==> src/rtl/tdm_demux_4ch_pkg.sv <==
`default_nettype none
// =============================================================================
// Module      : tdm_demux_4ch_pkg
// Description : Shared types and constants for the 4-channel TDM demultiplexer.
// Revision    : 1.0 - initial release
// =============================================================================
package tdm_demux_4ch_pkg;

    typedef enum logic {
        HUNT = 1'b0,
        LOCK = 1'b1
    } state_t;

    localparam int         c_DEFAULT_WIDTH = 8;
    localparam logic [2:0] c_MISS_LIMIT    = 3'd4;

endpackage
`default_nettype wire

==> src/rtl/slot_counter.sv <==
`default_nettype none
// =============================================================================
// Module      : slot_counter
// Description : 2-bit enable-qualified loadable modulo-4 counter, async reset.
// Revision    : 1.0 - initial release
// =============================================================================
module slot_counter (
    input  logic       clk,
    input  logic       rst,
    input  logic       en,
    input  logic       load,
    input  logic [1:0] load_val,
    output logic [1:0] count
);

    logic [1:0] r_count;

    // Load wins over increment so a re-alignment always lands on the new slot.
    always_ff @(posedge clk or posedge rst) begin
        if (rst) begin
            r_count <= 2'd0;
        end else if (load) begin
            r_count <= load_val;
        end else if (en) begin
            r_count <= r_count + 2'd1;
        end
    end

    assign count = r_count;

endmodule
`default_nettype wire

==> src/rtl/tdm_demux_4ch.sv <==
`default_nettype none
// =============================================================================
// Module      : tdm_demux_4ch
// Description : Frame-synchronised 4-channel TDM demultiplexer with lock FSM.
// Revision    : 1.0 - initial release
// =============================================================================
module tdm_demux_4ch
    import tdm_demux_4ch_pkg::*;
#(
    parameter int WIDTH = c_DEFAULT_WIDTH,
    parameter int NCH   = 4
) (
    input  logic             clk,
    input  logic             rst,
    input  logic [WIDTH-1:0] din,
    input  logic             din_valid,
    input  logic             frame_sync,
    output logic [WIDTH-1:0] ch0,
    output logic [WIDTH-1:0] ch1,
    output logic [WIDTH-1:0] ch2,
    output logic [WIDTH-1:0] ch3,
    output logic [3:0]       ch_stb,
    output logic             frame_valid,
    output logic             locked,
    output logic             sync_err
);

    state_t           r_state;
    state_t           w_state_nxt;
    logic [WIDTH-1:0] r_ch     [NCH];
    logic [WIDTH-1:0] w_ch_nxt [NCH];
    logic [3:0]       r_stb;
    logic [3:0]       w_stb_nxt;
    logic             r_frame_valid;
    logic             w_frame_valid_nxt;
    logic             r_sync_err;
    logic             w_sync_err_nxt;
    logic [2:0]       r_miss;
    logic [2:0]       w_miss_nxt;
    logic [2:0]       r_loaded;      // slots 0..2 loaded in the current frame
    logic [2:0]       w_loaded_nxt;
    logic [1:0]       w_slot;
    logic             w_slot_en;
    logic             w_slot_load;
    logic [2:0]       w_miss_inc;

    slot_counter u_slot_counter (
        .clk      (clk),
        .rst      (rst),
        .en       (w_slot_en),
        .load     (w_slot_load),
        .load_val (2'd1),
        .count    (w_slot)
    );

    assign w_miss_inc = r_miss + 3'd1;

    always_ff @(posedge clk or posedge rst) begin
        if (rst) begin
            r_state <= HUNT;
        end else begin
            r_state <= w_state_nxt;
        end
    end

    always_comb begin
        w_state_nxt       = r_state;
        w_ch_nxt          = r_ch;
        w_stb_nxt         = 4'b0000;
        w_frame_valid_nxt = 1'b0;
        w_sync_err_nxt    = 1'b0;
        w_miss_nxt        = r_miss;
        w_loaded_nxt      = r_loaded;
        w_slot_en         = 1'b0;
        w_slot_load       = 1'b0;

        if (din_valid) begin
            case (r_state)
                HUNT: begin
                    if (frame_sync) begin
                        w_ch_nxt[0]  = din;
                        w_stb_nxt    = 4'b0001;
                        w_slot_load  = 1'b1;
                        w_miss_nxt   = 3'd0;
                        w_loaded_nxt = 3'b001;
                        w_state_nxt  = LOCK;
                    end
                end
                LOCK: begin
                    if (frame_sync) begin
                        // Sync anywhere re-aligns to slot 0; off-slot is an error.
                        w_ch_nxt[0]    = din;
                        w_stb_nxt      = 4'b0001;
                        w_slot_load    = 1'b1;
                        w_miss_nxt     = 3'd0;
                        w_loaded_nxt   = 3'b001;
                        w_sync_err_nxt = (w_slot != 2'd0);
                    end else begin
                        w_ch_nxt[w_slot] = din;
                        w_stb_nxt        = 4'b0001 << w_slot;
                        w_slot_en        = 1'b1;
                        if (w_slot == 2'd0) begin
                            w_loaded_nxt = 3'b001;
                            if (w_miss_inc == c_MISS_LIMIT) begin
                                w_miss_nxt  = 3'd0;
                                w_state_nxt = HUNT;
                            end else begin
                                w_miss_nxt = w_miss_inc;
                            end
                        end else if (w_slot == 2'd3) begin
                            w_frame_valid_nxt = (r_loaded == 3'b111);
                            w_loaded_nxt      = 3'b000;
                        end else begin
                            w_loaded_nxt = r_loaded | (3'b001 << w_slot);
                        end
                    end
                end
                default: w_state_nxt = HUNT;
            endcase
        end
    end

    always_ff @(posedge clk or posedge rst) begin
        if (rst) begin
            for (int k = 0; k < NCH; k++) begin
                r_ch[k] <= '0;
            end
            r_stb         <= 4'b0000;
            r_frame_valid <= 1'b0;
            r_sync_err    <= 1'b0;
            r_miss        <= 3'd0;
            r_loaded      <= 3'b000;
        end else begin
            r_ch          <= w_ch_nxt;
            r_stb         <= w_stb_nxt;
            r_frame_valid <= w_frame_valid_nxt;
            r_sync_err    <= w_sync_err_nxt;
            r_miss        <= w_miss_nxt;
            r_loaded      <= w_loaded_nxt;
        end
    end

    assign ch0         = r_ch[0];
    assign ch1         = r_ch[1];
    assign ch2         = r_ch[2];
    assign ch3         = r_ch[3];
    assign ch_stb      = r_stb;
    assign frame_valid = r_frame_valid;
    assign sync_err    = r_sync_err;
    assign locked      = (r_state == LOCK);

endmodule
`default_nettype wire

==> config.mk <==
export PLATFORM = sky130hd
export DESIGN_NAME = tdm_demux_4ch
export DESIGN_NICKNAME = d
export VERILOG_FILES = /design/src/rtl/tdm_demux_4ch_pkg.sv /design/src/rtl/slot_counter.sv /design/src/rtl/tdm_demux_4ch.sv
export SDC_FILE = /design/constraint.sdc
export NUM_CORES = 1
export LEC_CHECK = 0
export BUFFER_PORTS_ARGS = -buffer_cell sky130_fd_sc_hd__buf_2
export CORE_ASPECT_RATIO = 1.25
export CORE_MARGIN = 4
export CORE_UTILIZATION = 40
export CTS_BUF_LIST = sky130_fd_sc_hd__clkbuf_16
export DETAILED_ROUTE_END_ITERATION = 12
export HOLD_SLACK_MARGIN = 0.12
export PLACE_DENSITY = 0.65
export SLEW_MARGIN = 20
export SYNTH_ARGS = -nofsm -noshare
export SYNTH_HDL_FRONTEND = slang
export SYNTH_SLANG_ARGS = --single-unit
export TNS_END_PERCENT = 1
==> constraint.sdc <==
create_clock -name clk -period 2.5 [get_ports clk]
set_clock_uncertainty 0.2 [all_clocks]
set_input_delay 0.5 -clock clk [delete_from_list [all_inputs] [get_ports clk]]
set_output_delay 0.5 -clock clk [all_outputs]
set_load 0.005 [all_outputs]
==> results by group <==
Setup path
  • Worst setup path start: u_slot_counter.count[0]
  • CP Data Arrival Time: 2120 ps
  • Critical R2R Capture: ch0[1]
  • CP max FO: 11
  • R2R setup slack: 340 ps
  • Worst Setup Path Type: reg2reg
  • CP Launch Type: flop
  • Crit end category: flop
  • Worst EP required: 2460 ps
  • R2R depth: 6
  • Setup crit end: ch0[1]
  • Critical R2R Launch: u_slot_counter.count[0]

Detailed routing
  • ANT nets after route: 0
  • DRT Pass-1 Iters: 4
  • Detailed-route wire length: 3.97 mm
  • Via density: 5.04
  • Via Count: 1239
  • Routed WL per cell: 16.1 um
  • DRC Markers: 0
  • DR iter-0 viols: 60

Global route
  • Largest net degree at the start of global routing: 20
  • GRT Overall Usage: 0.142
  • Vias in the first global route: 1344
  • First-pass GRT wire length: 6.60 mm
  • Initial antenna violation count: 0
  • Gr ovfl total: 0

STA
  • RSZ-0062 raised after global routing: false
  • Tcrit/Tclk final: 0.863
  • Setup_tns: 0 ps
  • Max Fclk: ~460 MHz
  • Slew headroom: 0.734
  • Period minus WS final: 2160 ps
  • Least-Margin Pin Slew: approximately 400 ps
  • Final setup fails: 0
  • Fin. max-slew vios: 0
  • Final worst slack: 342 ps
  • Fin. Hold Viols: 0

Min path
  • Worst Hold Class: in2reg

Cells and area
  • Area delta synth->final: 24.3%
  • Layout filler cell count: approximately 430
  • Layout net count: 203
  • Post-layout instance count excluding filler cells: 246
  • Commonest non-fill, non-tap cell in the layout: buf_2
  • Diode count: 0
  • Fraction of layout cells with a size suffix above 1: 0.532
  • Most frequent cells in the layout: buf_2, dfrtp_1, mux2_2, inv_1, ha_1

Clock tree
  • Clk sinks: 47
  • TritonCTS Buffers: 5
  • Postcts setup bufs: 0
  • Post-CTS resize count: 0
  • Cts hold-fix bufs: 1
  • CTS root buf: clkbuf_16
  • Worst skew pair latency: 280 ps
  • CTS tree: yes
  • Max Buffers Root-to-Sink: 2
  • Clock-pin slew on the worst setup and hold paths: around 60 ps
  • CTS H-tree lvls: 2

Flow run
  • Max Cap Violations: 0

Place
  • Placer Congestion: 0.833
  • Hpwl dp: 2.82 mm
  • PortBufs: 50
  • Post-Place Setup Slack: about 360 ps
  • Dpl cells: approximately 240

Outcome
  • Run status: complete, no violations

Power and ir drop
  • P_leak: 0.00123 uW
  • PwrDens: 999 nW/um2
  • Peak supply drop: 0.491 mV

Synthesis
  • Syn nets: ~150
  • Post-synth cell types: 32
  • #FFs+latches synth: 47
  • Synthesis warning total: 0
  • Cell count after synthesis: 129
  • Synthesized area per cell: 15.2 um2
  • Synth area leader: dfrtp_1
  • Mapped Area: 1950 um2
  • Register area share after synthesis: 0.602
  • Synth top area cells: dfrtp_1, mux2_2, ha_1
  • Share of Yosys cell area claimed by the top area cell type: 0.602

Floorplan
  • Row count: 28
  • Die area: 6080 um2
  • Die Ht: approximately 86 um
  • Placeable Area: about 4700 um2
  • Die Wd: ~70 um
  • Ports: 51
  • Starting Density: 0.413
==> stage by stage <==
step / utilization / instance area [um2] / power (uW) / hold WS, ps
6_report: 0.513 / 2430 / 2420 / 293
5_1_grt: 0.513 / 2430 / 2570 / 293
4_1_cts: 0.513 / 2430 / 2460 / 291
3_5_place_dp: 0.477 / 2250 / 1720 / 272
3_3_place_gp: 0.477 / 2250 / 1680 / 263
2_1_floorplan: - / 1950 / 1430 / 250
==> critical path: stages (launching register included) <==
cell,delay (ps)
dfrtp_1,470
inv_1,160
ha_1,250
a21o_2,180
nand2_4,70
inv_1,330
mux2_2,390
==> cell type report <==
class	count	area, um2	share of cell area
flip-flops and latches	47	1180	0.484
multi-input cells	71	712	0.293
repair buffers	53	275	0.113
clock buffers	5	125	0.0515
well taps	60	75.1	0.0309
clock inverters	3	38.8	0.0160
inverters	7	26.3	0.0108
==> synthesized netlist by cell type, drive strengths merged <==
cell type	instances
nand3	4
a22o	1
a311oi	1
nand2	2
o22ai	1
a21oi	1
and3	1
mux2i	1
clkbuf	1
buf	3
o21ai	1
ha	6
inv	7
a32o	1
o2bb2ai	1
o211ai	1
o21a	2
o2111ai	1
and4b	1
nor2	3
or2b	1
a31oi	2
dfrtp	47
nand4b	1
mux2	33
a21o	2
nor2b	3
==> state kept, by name, indices dropped and copies added, names as in the netlist, 2 cells and up <==
name                  flops
ch3                       8
r_miss                    3
ch1                       8
ch0                       8
ch2                       8
r_loaded                  3
u_slot_counter.count      2
ch_stb                    4
==> worst min path at each step <==
| stage | start | cells after the start | end | slack [ps] |
|---|---|---|---|---|
| 6_report | din[2] | 2 | ch3[2] | 290 |
| 2_1_floorplan | r_loaded[0] | 1 | r_loaded[0] | 250 |
| 4_1_cts | din[0] | 2 | ch2[0] | 290 |
| 3_5_place_dp | rst | 2 | ch1[0] | 270 |
| 5_1_grt | din[2] | 2 | ch3[2] | 290 |
| 3_3_place_gp | rst | 2 | ch1[0] | 260 |
==> per-layer routing <==
metal,wire [um],vias to the layer above,GRT usage,part of all wire
met5,0,-,0,0
met4,87,0,0.0662,0.022
met3,244,9,0.0434,0.061
met2,2060,43,0.245,0.52
met1,1580,617,0.160,0.40
li1,-,570,-,-
==> report_power, final <==
part	internal (uW)	switching, uW	total, uW
logic	339	246	585
registers	991	123	1110
clock network	466	260	726
total	1800	628	2420
==> kinds of logic after synthesis <==
logic type,share of synthesized area
flip-flops,0.602
multiplexers,0.195
AND/OR/NAND/NOR,0.0730
AO/OA/AOI/OAI,0.0576
buffers and inverters,0.0339
adder cells (fa/ha/maj),0.0384
Power figures use the tool's default switching activity.
